$ cat config.mk
export PLATFORM = sky130hd
export DESIGN_NAME = xmailbox_flat
export DESIGN_NICKNAME = d
export VERILOG_FILES = /design/src/rtl/xmailbox_pkg.sv /design/src/rtl/xmailbox_if.sv /design/src/rtl/xmailbox_fifo.sv /design/src/rtl/xmailbox.sv /design/src/flat_wrapper.sv
export SDC_FILE = /design/constraint.sdc
export NUM_CORES = 1
export LEC_CHECK = 0
export ABC_AREA = 1
export ABC_CLOCK_PERIOD_IN_PS = 8100
export CAP_MARGIN = 10
export CORE_ASPECT_RATIO = 1.2
export CORE_MARGIN = 5
export CORE_UTILIZATION = 60
export CTS_CLUSTER_DIAMETER = 120
export DETAILED_ROUTE_END_ITERATION = 8
export HOLD_SLACK_MARGIN = 0.15
export PLACE_DENSITY_LB_ADDON = 0.12
export SLEW_MARGIN = 25
export SYNTH_ARGS = -nofsm -noshare
export SYNTH_HDL_FRONTEND = slang
export SYNTH_HIERARCHICAL = 1
export SYNTH_SLANG_ARGS = --single-unit
$ cat constraint.sdc
create_clock -name clk -period 8.1 [get_ports clk]
set_clock_uncertainty 0.15 [all_clocks]
set_input_delay 1.215 -clock clk [delete_from_list [all_inputs] [get_ports clk]]
set_output_delay 1.215 -clock clk [all_outputs]
set_load 0.005 [all_outputs]
$ cat src/rtl/xmailbox_pkg.sv
// Shared definitions for the mailbox: register offsets, STATUS layout, CTRL bits.
package xmailbox_pkg;

  // Register offsets on the 2-bit bus address.
  typedef enum logic [1:0] {
    REG_DATA = 2'd0,
    REG_STAT = 2'd1,
    REG_CTRL = 2'd2,
    REG_RSVD = 2'd3
  } reg_addr_e;

  // CTRL write bit positions.
  localparam int unsigned CTRL_FLUSH_TX = 0;
  localparam int unsigned CTRL_FLUSH_RX = 1;

  // Width of each count field inside STATUS.
  localparam int unsigned STAT_COUNT_W = 8;
  localparam int unsigned STAT_W       = 24;

  // STATUS word, LSB last; zero-extended to the bus width on reads.
  typedef struct packed {
    logic [STAT_COUNT_W-1:0] tx_count;  // [23:16]
    logic [STAT_COUNT_W-1:0] rx_count;  // [15:8]
    logic [1:0]              rsvd;      // [7:6]
    logic                    rx_unf;    // [5]
    logic                    tx_ovf;    // [4]
    logic                    tx_full;   // [3]
    logic                    tx_empty;  // [2]
    logic                    rx_full;   // [1]
    logic                    rx_empty;  // [0]
  } status_t;

endpackage

$ cat src/rtl/xmailbox_if.sv
// Mailbox connection bundle: core register bus plus TX/RX streaming handshakes.
//  master: core/agent side (drives bus requests, consumer ready, producer data)
//  slave : mailbox side (returns read data, TX head, RX ready)
interface xmailbox_if #(
  parameter int unsigned DATA_W = 32
);
  logic              sel;
  logic              we;
  logic [1:0]        addr;
  logic [DATA_W-1:0] data_in;
  logic [DATA_W-1:0] data_out;
  logic [DATA_W-1:0] tx_data;
  logic              tx_valid;
  logic              tx_ready;
  logic [DATA_W-1:0] rx_data;
  logic              rx_valid;
  logic              rx_ready;

  modport master (
    output sel, we, addr, data_in, tx_ready, rx_data, rx_valid,
    input  data_out, tx_data, tx_valid, rx_ready
  );

  modport slave (
    input  sel, we, addr, data_in, tx_ready, rx_data, rx_valid,
    output data_out, tx_data, tx_valid, rx_ready
  );
endinterface

$ cat src/rtl/xmailbox_fifo.sv
// Synchronous register-array FIFO with first-word-fall-through head.
//  clk, rst  : clock, async active-high reset
//  flush     : zero pointers and count; a same-cycle push lands as sole entry
//  push, pop : requests, ignored when full / empty at cycle start
//  din, dout : write data, head word (0 when empty)
//  count     : occupancy; full/empty derive from it
module xmailbox_fifo #(
  parameter int unsigned DATA_W     = 32,
  parameter int unsigned DEPTH_LOG2 = 4
) (
  input  logic                  clk,
  input  logic                  rst,
  input  logic                  flush,
  input  logic                  push,
  input  logic                  pop,
  input  logic [DATA_W-1:0]     din,
  output logic [DATA_W-1:0]     dout,
  output logic [DEPTH_LOG2:0]   count,
  output logic                  full,
  output logic                  empty
);

  localparam int unsigned DEPTH = 1 << DEPTH_LOG2;
  localparam int unsigned PTR_W = DEPTH_LOG2;
  localparam int unsigned CNT_W = DEPTH_LOG2 + 1;

  logic [DATA_W-1:0] mem [DEPTH];
  logic [PTR_W-1:0]  wr_ptr;
  logic [PTR_W-1:0]  rd_ptr;
  logic              push_ok;
  logic              pop_ok;
  logic [PTR_W-1:0]  wr_idx;

  // Count is authoritative; pointers alone cannot tell full from empty.
  assign full  = (count == CNT_W'(DEPTH));
  assign empty = (count == '0);

  assign push_ok = push && !full;
  assign pop_ok  = pop && !empty;

  // A push during flush lands in slot 0 so it becomes the only entry.
  assign wr_idx = flush ? '0 : wr_ptr;

  // Head is forced to 0 when empty so stale slots never leak out.
  assign dout = empty ? '0 : mem[rd_ptr];

  // Storage array; contents are meaningless while count says empty.
  always_ff @(posedge clk) begin
    if (push_ok) begin
      mem[wr_idx] <= din;
    end
  end

  // Pointer and occupancy bookkeeping.
  always_ff @(posedge clk or posedge rst) begin
    if (rst) begin
      wr_ptr <= '0;
      rd_ptr <= '0;
      count  <= '0;
    end else if (flush) begin
      rd_ptr <= '0;
      if (push_ok) begin
        wr_ptr <= PTR_W'(1);
        count  <= CNT_W'(1);
      end else begin
        wr_ptr <= '0;
        count  <= '0;
      end
    end else begin
      if (push_ok) begin
        wr_ptr <= wr_ptr + PTR_W'(1);
      end
      if (pop_ok) begin
        rd_ptr <= rd_ptr + PTR_W'(1);
      end
      case ({push_ok, pop_ok})
        2'b10:   count <= count + CNT_W'(1);
        2'b01:   count <= count - CNT_W'(1);
        default: count <= count;
      endcase
    end
  end

endmodule

$ cat src/rtl/xmailbox.sv
// Memory-mapped mailbox: TX FIFO (core -> external consumer) and RX FIFO
// (external producer -> core) behind a zero-wait-state register bus.
//  clk, rst : clock, async active-high reset
//  bus      : xmailbox_if slave port
//             sel/we/addr/data_in/data_out  core register bus (read data combinational)
//             tx_data/tx_valid/tx_ready     TX stream toward consumer
//             rx_data/rx_valid/rx_ready     RX stream from producer
// DATA_W must be at least 24 so the STATUS word fits.
module xmailbox
  import xmailbox_pkg::*;
#(
  parameter int unsigned DATA_W     = 32,
  parameter int unsigned DEPTH_LOG2 = 4
) (
  input  logic      clk,
  input  logic      rst,
  xmailbox_if.slave bus
);

  localparam int unsigned CNT_W = DEPTH_LOG2 + 1;

  reg_addr_e         reg_sel;
  logic              bus_rd;
  logic              bus_wr;
  logic              tx_push;
  logic              tx_pop;
  logic              tx_flush;
  logic              rx_push;
  logic              rx_pop;
  logic              rx_flush;
  logic              stat_rd;

  logic [DATA_W-1:0] tx_dout;
  logic [DATA_W-1:0] rx_dout;
  logic [CNT_W-1:0]  tx_count;
  logic [CNT_W-1:0]  rx_count;
  logic              tx_full;
  logic              tx_empty;
  logic              rx_full;
  logic              rx_empty;

  logic              tx_ovf;
  logic              rx_unf;
  status_t           status;

  // Bus decode.
  assign reg_sel  = reg_addr_e'(bus.addr);
  assign bus_rd   = bus.sel && !bus.we;
  assign bus_wr   = bus.sel && bus.we;
  assign tx_push  = bus_wr && (reg_sel == REG_DATA);
  assign rx_pop   = bus_rd && (reg_sel == REG_DATA);
  assign stat_rd  = bus_rd && (reg_sel == REG_STAT);
  assign tx_flush = bus_wr && (reg_sel == REG_CTRL) && bus.data_in[CTRL_FLUSH_TX];
  assign rx_flush = bus_wr && (reg_sel == REG_CTRL) && bus.data_in[CTRL_FLUSH_RX];

  // Stream handshakes.
  assign tx_pop       = bus.tx_valid && bus.tx_ready;
  assign rx_push      = bus.rx_valid && bus.rx_ready;
  assign bus.tx_valid = !tx_empty;
  assign bus.tx_data  = tx_dout;
  assign bus.rx_ready = !rx_full;

  xmailbox_fifo #(
    .DATA_W     (DATA_W),
    .DEPTH_LOG2 (DEPTH_LOG2)
  ) u_tx_fifo (
    .clk   (clk),
    .rst   (rst),
    .flush (tx_flush),
    .push  (tx_push),
    .pop   (tx_pop),
    .din   (bus.data_in),
    .dout  (tx_dout),
    .count (tx_count),
    .full  (tx_full),
    .empty (tx_empty)
  );

  xmailbox_fifo #(
    .DATA_W     (DATA_W),
    .DEPTH_LOG2 (DEPTH_LOG2)
  ) u_rx_fifo (
    .clk   (clk),
    .rst   (rst),
    .flush (rx_flush),
    .push  (rx_push),
    .pop   (rx_pop),
    .din   (bus.rx_data),
    .dout  (rx_dout),
    .count (rx_count),
    .full  (rx_full),
    .empty (rx_empty)
  );

  // Sticky error flags; a new event beats a same-cycle clearing STATUS read.
  always_ff @(posedge clk or posedge rst) begin
    if (rst) begin
      tx_ovf <= 1'b0;
      rx_unf <= 1'b0;
    end else begin
      if (tx_push && tx_full) begin
        tx_ovf <= 1'b1;
      end else if (stat_rd) begin
        tx_ovf <= 1'b0;
      end
      if (rx_pop && rx_empty) begin
        rx_unf <= 1'b1;
      end else if (stat_rd) begin
        rx_unf <= 1'b0;
      end
    end
  end

  // STATUS word assembly.
  always_comb begin
    status          = '0;
    status.rx_empty = rx_empty;
    status.rx_full  = rx_full;
    status.tx_empty = tx_empty;
    status.tx_full  = tx_full;
    status.tx_ovf   = tx_ovf;
    status.rx_unf   = rx_unf;
    status.rx_count = STAT_COUNT_W'(rx_count);
    status.tx_count = STAT_COUNT_W'(tx_count);
  end

  // Combinational read mux; an empty RX head already reads as 0.
  always_comb begin
    bus.data_out = '0;
    if (bus_rd) begin
      case (reg_sel)
        REG_DATA: bus.data_out = rx_dout;
        REG_STAT: bus.data_out = DATA_W'(status);
        default:  bus.data_out = '0;
      endcase
    end
  end

endmodule

$ cat src/flat_wrapper.sv
// flat-port wrapper written by rule: the top's interface ports become plain ports
module xmailbox_flat import xmailbox_pkg::*;
#(
  parameter int unsigned DATA_W     = 32,
  parameter int unsigned DEPTH_LOG2 = 4
)
  (clk, rst, bus_sel, bus_we, bus_addr, bus_data_in, bus_tx_ready, bus_rx_data, bus_rx_valid, bus_data_out, bus_tx_data, bus_tx_valid, bus_rx_ready);
  xmailbox_if #(.DATA_W(DATA_W)) bus_i ();
  input  logic clk;
  input  logic rst;
  input wire logic [$bits(bus_i.sel)-1:0] bus_sel;
  input wire logic [$bits(bus_i.we)-1:0] bus_we;
  input wire logic [$bits(bus_i.addr)-1:0] bus_addr;
  input wire logic [$bits(bus_i.data_in)-1:0] bus_data_in;
  input wire logic [$bits(bus_i.tx_ready)-1:0] bus_tx_ready;
  input wire logic [$bits(bus_i.rx_data)-1:0] bus_rx_data;
  input wire logic [$bits(bus_i.rx_valid)-1:0] bus_rx_valid;
  output wire logic [$bits(bus_i.data_out)-1:0] bus_data_out;
  output wire logic [$bits(bus_i.tx_data)-1:0] bus_tx_data;
  output wire logic [$bits(bus_i.tx_valid)-1:0] bus_tx_valid;
  output wire logic [$bits(bus_i.rx_ready)-1:0] bus_rx_ready;
  assign bus_i.sel = bus_sel;
  assign bus_i.we = bus_we;
  assign bus_i.addr = bus_addr;
  assign bus_i.data_in = bus_data_in;
  assign bus_i.tx_ready = bus_tx_ready;
  assign bus_i.rx_data = bus_rx_data;
  assign bus_i.rx_valid = bus_rx_valid;
  assign bus_data_out = bus_i.data_out;
  assign bus_tx_data = bus_i.tx_data;
  assign bus_tx_valid = bus_i.tx_valid;
  assign bus_rx_ready = bus_i.rx_ready;
  xmailbox #(.DATA_W(DATA_W), .DEPTH_LOG2(DEPTH_LOG2)) u_core (.clk(clk), .rst(rst), .bus(bus_i));
endmodule
==> summary.txt, run 1 <==
STA
  • Max-slew violation count: 0
  • Final hold viol count: 0
  • Slew HR: 24.4%
  • Final setup TNS: 0 ps
  • Worst hold slack: 333 ps
  • Fmax: 168 MHz
  • Period utilization: 73.4%
  • Period minus WS final: 5950 ps
  • Final setup violation count: 0
  • RSZ-0062 raised after global routing: no
  • Worst-margin pin slew: 1130 ps

Placed design
  • DP Area: 44200 um2
  • IO buf count: 137
  • DPL Wire Length: 53700 um
  • Placed cell count: 4080
  • Routability cong.: 0.811

Pwr
  • Seq pwr share: 40.8%
  • Comb pwr share: 31.7%
  • Pwr Total: 0.0163 W
  • Net switching fraction of the power: 35.2%
  • Sw power: 0.00575 W
  • Pleak: 15.3 nW
  • Max IR drop VDD: 0.390 mV
  • PwrDens: 344 nW/um2
  • P_int: 0.0106 W
  • Clock power frac: 27.4%

Layout
  • Synth-to-Final Area Change: 12.3%
  • Layout Cells excl Fill: 4268
  • Finished Cell Area: 47400 um2
  • Share of cells above drive strength 1: 7.99%
  • Final #Nets: 3343

Routing
  • Residual DRC: 0
  • Final WL: 105000 um
  • Starting DRT DRC Count: 2953
  • Final antenna-violating net count: 0
  • Detailed Routing Iterations Pass 1: 5
  • DR vias: 27300
  • DR WL/cell: 24.6 um
  • Vias per cell: 6.39

Global route
  • Gr ovfl total: 0
  • GRT Total Usage: 27.2%
  • Grt met2 use: 47.5%
  • GR Layer Usage met3: 3.89%
  • Top Usage Layer GRT: met2
  • GR Util met1: 34.6%
  • Vias in the first global route: 27200
  • Largest net degree at the start of global routing: 177
  • Initial antenna violation count: 8
  • First-pass GRT wire length: 159000 um

Worst setup path
  • Critical path startpoint category: flip-flop
  • Crit path max fanout: 97
  • Critical path data arrival time: 4580 ps
  • WP data required: 6730 ps
  • WP buf/inv: 3
  • CP Cell Sequence: buf_12 > buf_4 > o21ai_0 > o221ai_1 > nand3_1 > a21oi_1 > nand3_2 > nand2_1 > clkdlybuf4s50_1
  • Delay-heaviest family, CP: buffers and inverters
  • CP Class: reg2out
  • CP endpoint kind: output port
  • Slowest cell delay on critical path: 810 ps
  • Reg2Reg Setup Slack: 4750 ps
  • Crit-path slowest cell: buf_4

Synthesis
  • Largest family of logic cells by synthesized area: compound AO/OA/AOI/OAI gates
  • Most used DFF post-synth: edfxtp_1
  • YS warnings: 6
  • Async SR Flop Fraction: 2.66%
  • Count leader, synth: edfxtp_1
  • Mux contribution to synthesized area: 0%
  • Synth Area in Compound Gates: 12.6%
  • Synthesized instance count: 3195
  • Post-Syn Area: 42200 um2
  • FF+latch count, synth: 1052
  • Commonest cells post-synth: 1024 x edfxtp_1, 660 x nor2_1, 512 x o21ai_0
  • Post-synthesis cell type count: 37
  • Xor/xnor cell area share of the yosys netlist: 0.0830%
  • Number of synthesized flops with an enable pin: 1024
  • Post-Synthesis Net Count: 3275
  • Synth area leader: edfxtp_1
  • Sequential share of the synthesized area: 74.5%
  • Fraction of the mapped netlist area in simple logic gates: 9.01%
  • Synth Area in Adders: 0.237%
  • Syn avg cell area: 13.2 um2
  • Yosys top cell area share: 72.8%
  • Synth area leaders: edfxtp_1 73%, o21ai_0 6.1%, nor2_1 5.9%

Floorplan
  • Starting Density: 60.5%
  • Die Height: 301 um
  • I/O pin total: 138
  • Die Width: 252 um
  • Core area: 69800 um2
  • Die area: 75800 um2
  • Row cnt: 106

Clock tree
  • TritonCTS clock tree: built
  • CTS max path bufs: 3
  • Post-CTS Setup Inserts: 0
  • Clk slew on worst S/H paths: 60 ps
  • Worst-Skew Late Latency: 630 ps
  • PostCTS Resize Cnt: 0
  • Hold buffer count at cts: 0
  • Clock Tree Root: clkbuf_16
  • CTS buffer count: 98
  • Total clock sinks: 1052
  • H-Tree Depth: 3

Min path
  • Min-delay worst type: reg2reg

Job
  • Max-Cap Viols: 0

Outcome
  • Status: completed
==> power groups by stage <==
stage	logic (W)	registers [W]	clock network (W)
2_1_floorplan	0.00351	0.00654	0
5_1_grt	0.00568	0.00670	0.00478
3_5_place_dp	0.00508	0.00681	0
3_3_place_gp	0.00491	0.00680	0
6_report	0.00518	0.00666	0.00448
4_1_cts	0.00511	0.00670	0.00454
==> worst min-delay path, cell delays in order, from the launching register on <==
cell	delay (ps)
dfrtp_1	350
nand2_1	60
nand2_1	50
==> per-stage QoR <==
stage,worst slack [ps],utilization (%)
6_report,2150,68.0
5_1_grt,1930,68.0
4_1_cts,2050,67.9
3_5_place_dp,2720,63.4
3_3_place_gp,2770,63.4
2_1_floorplan,4020,-
==> path summary, 6_finish.rpt <==
| kind | from | cells after the start | endpoint |
|---|---|---|---|
| setup / recovery | u_core/u_rx_fifo/rd_ptr[0] | 9 | bus_data_out[20] |
| hold / removal | u_core/tx_ovf | 2 | u_core/tx_ovf |
| setup reg to reg | u_core/u_rx_fifo/count[0] | 9 | u_core/u_rx_fifo/mem[1][14] |
| hold reg to reg | u_core/tx_ovf | 2 | u_core/tx_ovf |
| max in group asynchronous | rst | 2 | u_core/u_rx_fifo/rd_ptr[0] |
| min in group asynchronous | rst | 2 | u_core/rx_unf |
==> state kept, by name (all words and copies together) (netlist names), 4 cells and up <==
| name | flops |
|---|---|
| u_core/u_tx_fifo/mem | 512 |
| u_core/u_rx_fifo/wr_ptr | 4 |
| u_core/u_tx_fifo/count | 5 |
| u_core/u_tx_fifo/wr_ptr | 4 |
| u_core/u_rx_fifo/mem | 512 |
| u_core/u_rx_fifo/count | 5 |
| u_core/u_rx_fifo/rd_ptr | 4 |
| u_core/u_tx_fifo/rd_ptr | 4 |
==> layout by cell type (no fill, tap or decap), types with 51 or more instances in the layout <==
| cell type | instances |
|---|---|
| o21ai_0 | 512 |
| o22ai_1 | 84 |
| o21ai_1 | 62 |
| o221ai_1 | 174 |
| nor2_1 | 628 |
| nand2_1 | 78 |
| a21oi_1 | 74 |
| edfxtp_1 | 1024 |
| buf_4 | 51 |
| clkdlybuf4s50_1 | 137 |
| inv_1 | 67 |
| nand3_1 | 142 |
| clkbuf_16 | 103 |
==> routing by layer <==
metal	vias up	wire length, um	part of all wire (%)
met2	1290	53600	51
met5	-	27	0.026
met4	4	4190	4.0
li1	12100	-	-
met1	13600	38700	37
met3	248	8410	8.0
==> cell families (layout without fill, tap and decap cells) <==
| kind of cell | after synthesis | count (layout) |
|---|---|---|
| AOI/OAI and AO/OA | 912 | 912 |
| adders and majority gates | 8 | 8 |
| DFF | 1052 | 1052 |
| other | 0 | 7 |
| xor gates and xnor gates | 4 | 4 |
| buffers and inverters | 303 | 451 |
| and+or+nand+nor | 916 | 916 |
==> layout make-up <==
cell class,count,area (um2)
diodes,7,17.5
clock buffers,132,2730
clock inverters,48,413
fillers,4877,22400
inverters,80,319
multi-input cells,1840,9510
flip-flops and latches,1052,31500
well taps,918,1150
repair buffers,191,1810
Power figures use the tool's default switching activity.
==> run 2, diff against run 1 <==
--- a/config.mk
+++ b/config.mk
@@ -6,7 +6,7 @@
 export NUM_CORES = 1
 export LEC_CHECK = 0
 export ABC_AREA = 1
-export ABC_CLOCK_PERIOD_IN_PS = 8100
+export ABC_CLOCK_PERIOD_IN_PS = 6100
 export CAP_MARGIN = 10
 export CORE_ASPECT_RATIO = 1.2
 export CORE_MARGIN = 5
==> constraint.sdc (replaced) <==
create_clock -name clk -period 6.1 [get_ports clk]
set_clock_uncertainty 0.15 [all_clocks]
set_input_delay 0.915 -clock clk [delete_from_list [all_inputs] [get_ports clk]]
set_output_delay 0.915 -clock clk [all_outputs]
set_load 0.005 [all_outputs]
==> run 2 against run 1 <==
Highest routed layer is now met4. Total power is 33% higher. Combinational power increased by 36%. Critical path type unchanged. First-iteration DRC count fell by 4.2%. Sequential cell count did not move. Clock power rose by 29%. Via count is 0.15% lower. Global-route usage decreased by 0.41 points.
==> summary.txt, run 2 (same netlist as run 1, synthesis figures left out) <==
Outcome
  • Status: completed

Layout
  • Multi-input gate area: 9510 um2
  • Share of cells above drive strength 1: 8.41%
  • Synth-to-Final Area Change: 12.6%
  • Commonest cells after routing, fill and taps aside: 1024 x edfxtp_1, 628 x nor2_1, 512 x o21ai_0
  • Top Registers: u_core/u_rx_fifo/mem: 512 flops, u_core/u_tx_fifo/mem: 512 flops
  • Most common cell after layout, fill and taps aside: edfxtp_1
  • Post-layout util: 68.1%
  • Final #Nets: 3353
  • Fill cell count: 4878
  • Storage element area: 31500 um2

Clock tree
  • Post-CTS Setup Inserts: 0
  • CTS max path bufs: 3
  • PostCTS Resize Cnt: 0
  • Total clock sinks: 1052
  • Worst-Skew Late Latency: 630 ps
  • TritonCTS clock tree: built
  • Hold buffer count at cts: 0
  • CTS buffer count: 98
  • Clock Tree Root: clkbuf_16
  • Clk slew on worst S/H paths: 60 ps
  • H-Tree Depth: 3

Pwr
  • PwrDens: 456 nW/um2
  • Comb pwr share: 32.5%
  • Net switching fraction of the power: 35.8%
  • Clock power frac: 26.8%
  • Pleak: 15.4 nW
  • Sw power: 0.00775 W
  • Seq pwr share: 40.8%
  • Max IR drop VDD: 0.500 mV
  • P_int: 0.0139 W

Global route
  • Vias in the first global route: 27200
  • First-pass GRT wire length: 158000 um
  • Initial antenna violation count: 3
  • Largest net degree at the start of global routing: 259
  • Gr ovfl total: 0
  • GRT Total Usage: 26.8%

Worst setup path
  • Critical path startpoint category: flip-flop
  • Critical path data arrival time: 4320 ps
  • WP data required: 5030 ps
  • Crit path max fanout: 66
  • CP Class: reg2out
  • CP endpoint kind: output port

Min path
  • Min-delay worst type: reg2reg

Floorplan
  • Core area: 69800 um2
  • Starting Density: 60.5%
  • Row cnt: 106
  • I/O pin total: 138
  • Die area: 75800 um2
  • Die Height: 301 um
  • Die Width: 252 um

STA
  • Final hold viol count: 0
  • Fmax: 186 MHz
  • Worst-margin pin slew: 1120 ps
  • Max-slew violation count: 0
  • RSZ-0062 raised after global routing: no
  • Slew HR: 25.3%
  • Final setup violation count: 0
  • Final setup TNS: 0 ps
  • Period minus WS final: 5380 ps
  • Period utilization: 88.2%

Job
  • Max-Cap Viols: 0

Routing
  • Final antenna-violating net count: 0
  • Final WL: 104000 um
  • Residual DRC: 0
  • Detailed Routing Iterations Pass 1: 8
  • Vias per cell: 6.37
  • DR vias: 27200
  • Starting DRT DRC Count: 2829
  • DR WL/cell: 24.3 um

Placed design
  • DPL Wire Length: 59400 um
  • IO buf count: 137
  • Routability cong.: 0.813
run 2: metal layers:
metal | GRT usage, % | vias up | part of all wire (%) | wire, um
met5 | 0 | - | 0 | 0
met4 | 11.9 | 0 | 4.2 | 4420
met3 | 3.27 | 245 | 6.8 | 7080
met2 | 46.5 | 1270 | 51 | 53200
met1 | 34.4 | 13500 | 38 | 39300
li1 | - | 12200 | - | -
run 2: worst max-delay path: stages, from the launching register on:
cell and delay, ps:
dfrtp_4 900, buf_4 590, o21ai_0 220, o221ai_1 270
nand3_1 230, a21oi_1 620, nand3_1 150, nand2_1 100
clkdlybuf4s50_1 510
run 2: power by group through the flow:
stage / Sequential [W] / Combinational [W] / Clock, W
6_report: 0.00884 / 0.00703 / 0.00580
3_5_place_dp: 0.00897 / 0.00694 / 0
5_1_grt: 0.00887 / 0.00763 / 0.00621
3_3_place_gp: 0.00895 / 0.00673 / 0
4_1_cts: 0.00882 / 0.00698 / 0.00589
2_1_floorplan: 0.00868 / 0.00466 / 0
run 2: worst paths after layout:
kind / from / slack, ps / end / cells after the start
max: u_core/u_rx_fifo/rd_ptr[0] / 720 / bus_data_out[2] / 8
min: u_core/tx_ovf / 350 / u_core/tx_ovf / 2
max reg2reg: u_core/u_tx_fifo/count[0] / 2520 / u_core/u_tx_fifo/count[2] / 17
min reg2reg: u_core/tx_ovf / 350 / u_core/tx_ovf / 2
max in group asynchronous: rst / 4810 / u_core/u_tx_fifo/rd_ptr[0] / 2
min in group asynchronous: rst / 360 / u_core/rx_unf / 2
run 2: per-stage QoR:
stage	hold slack [ps]	total power [W]	setup slack, ps	area, um2	std cells
after detailed placement	325	0.0159	1270	44400	4089
after CTS	330	0.0217	778	47500	4270
after global placement	314	0.0157	1400	44300	4083
final	351	0.0217	719	47500	4274
after global routing	362	0.0227	618	47500	4274
after floorplan	293	0.0133	2320	42200	3195
run 2: final cells by class:
cell class              instances  share of cell area [%]
multi-input cells            1840                    20.0
clock buffers                 120                    5.40
flip-flops and latches       1052                    66.2
well taps                     918                    2.42
repair buffers                201                    4.28
diodes                          2                  0.0105
inverters                      80                   0.666
clock inverters                61                    1.01
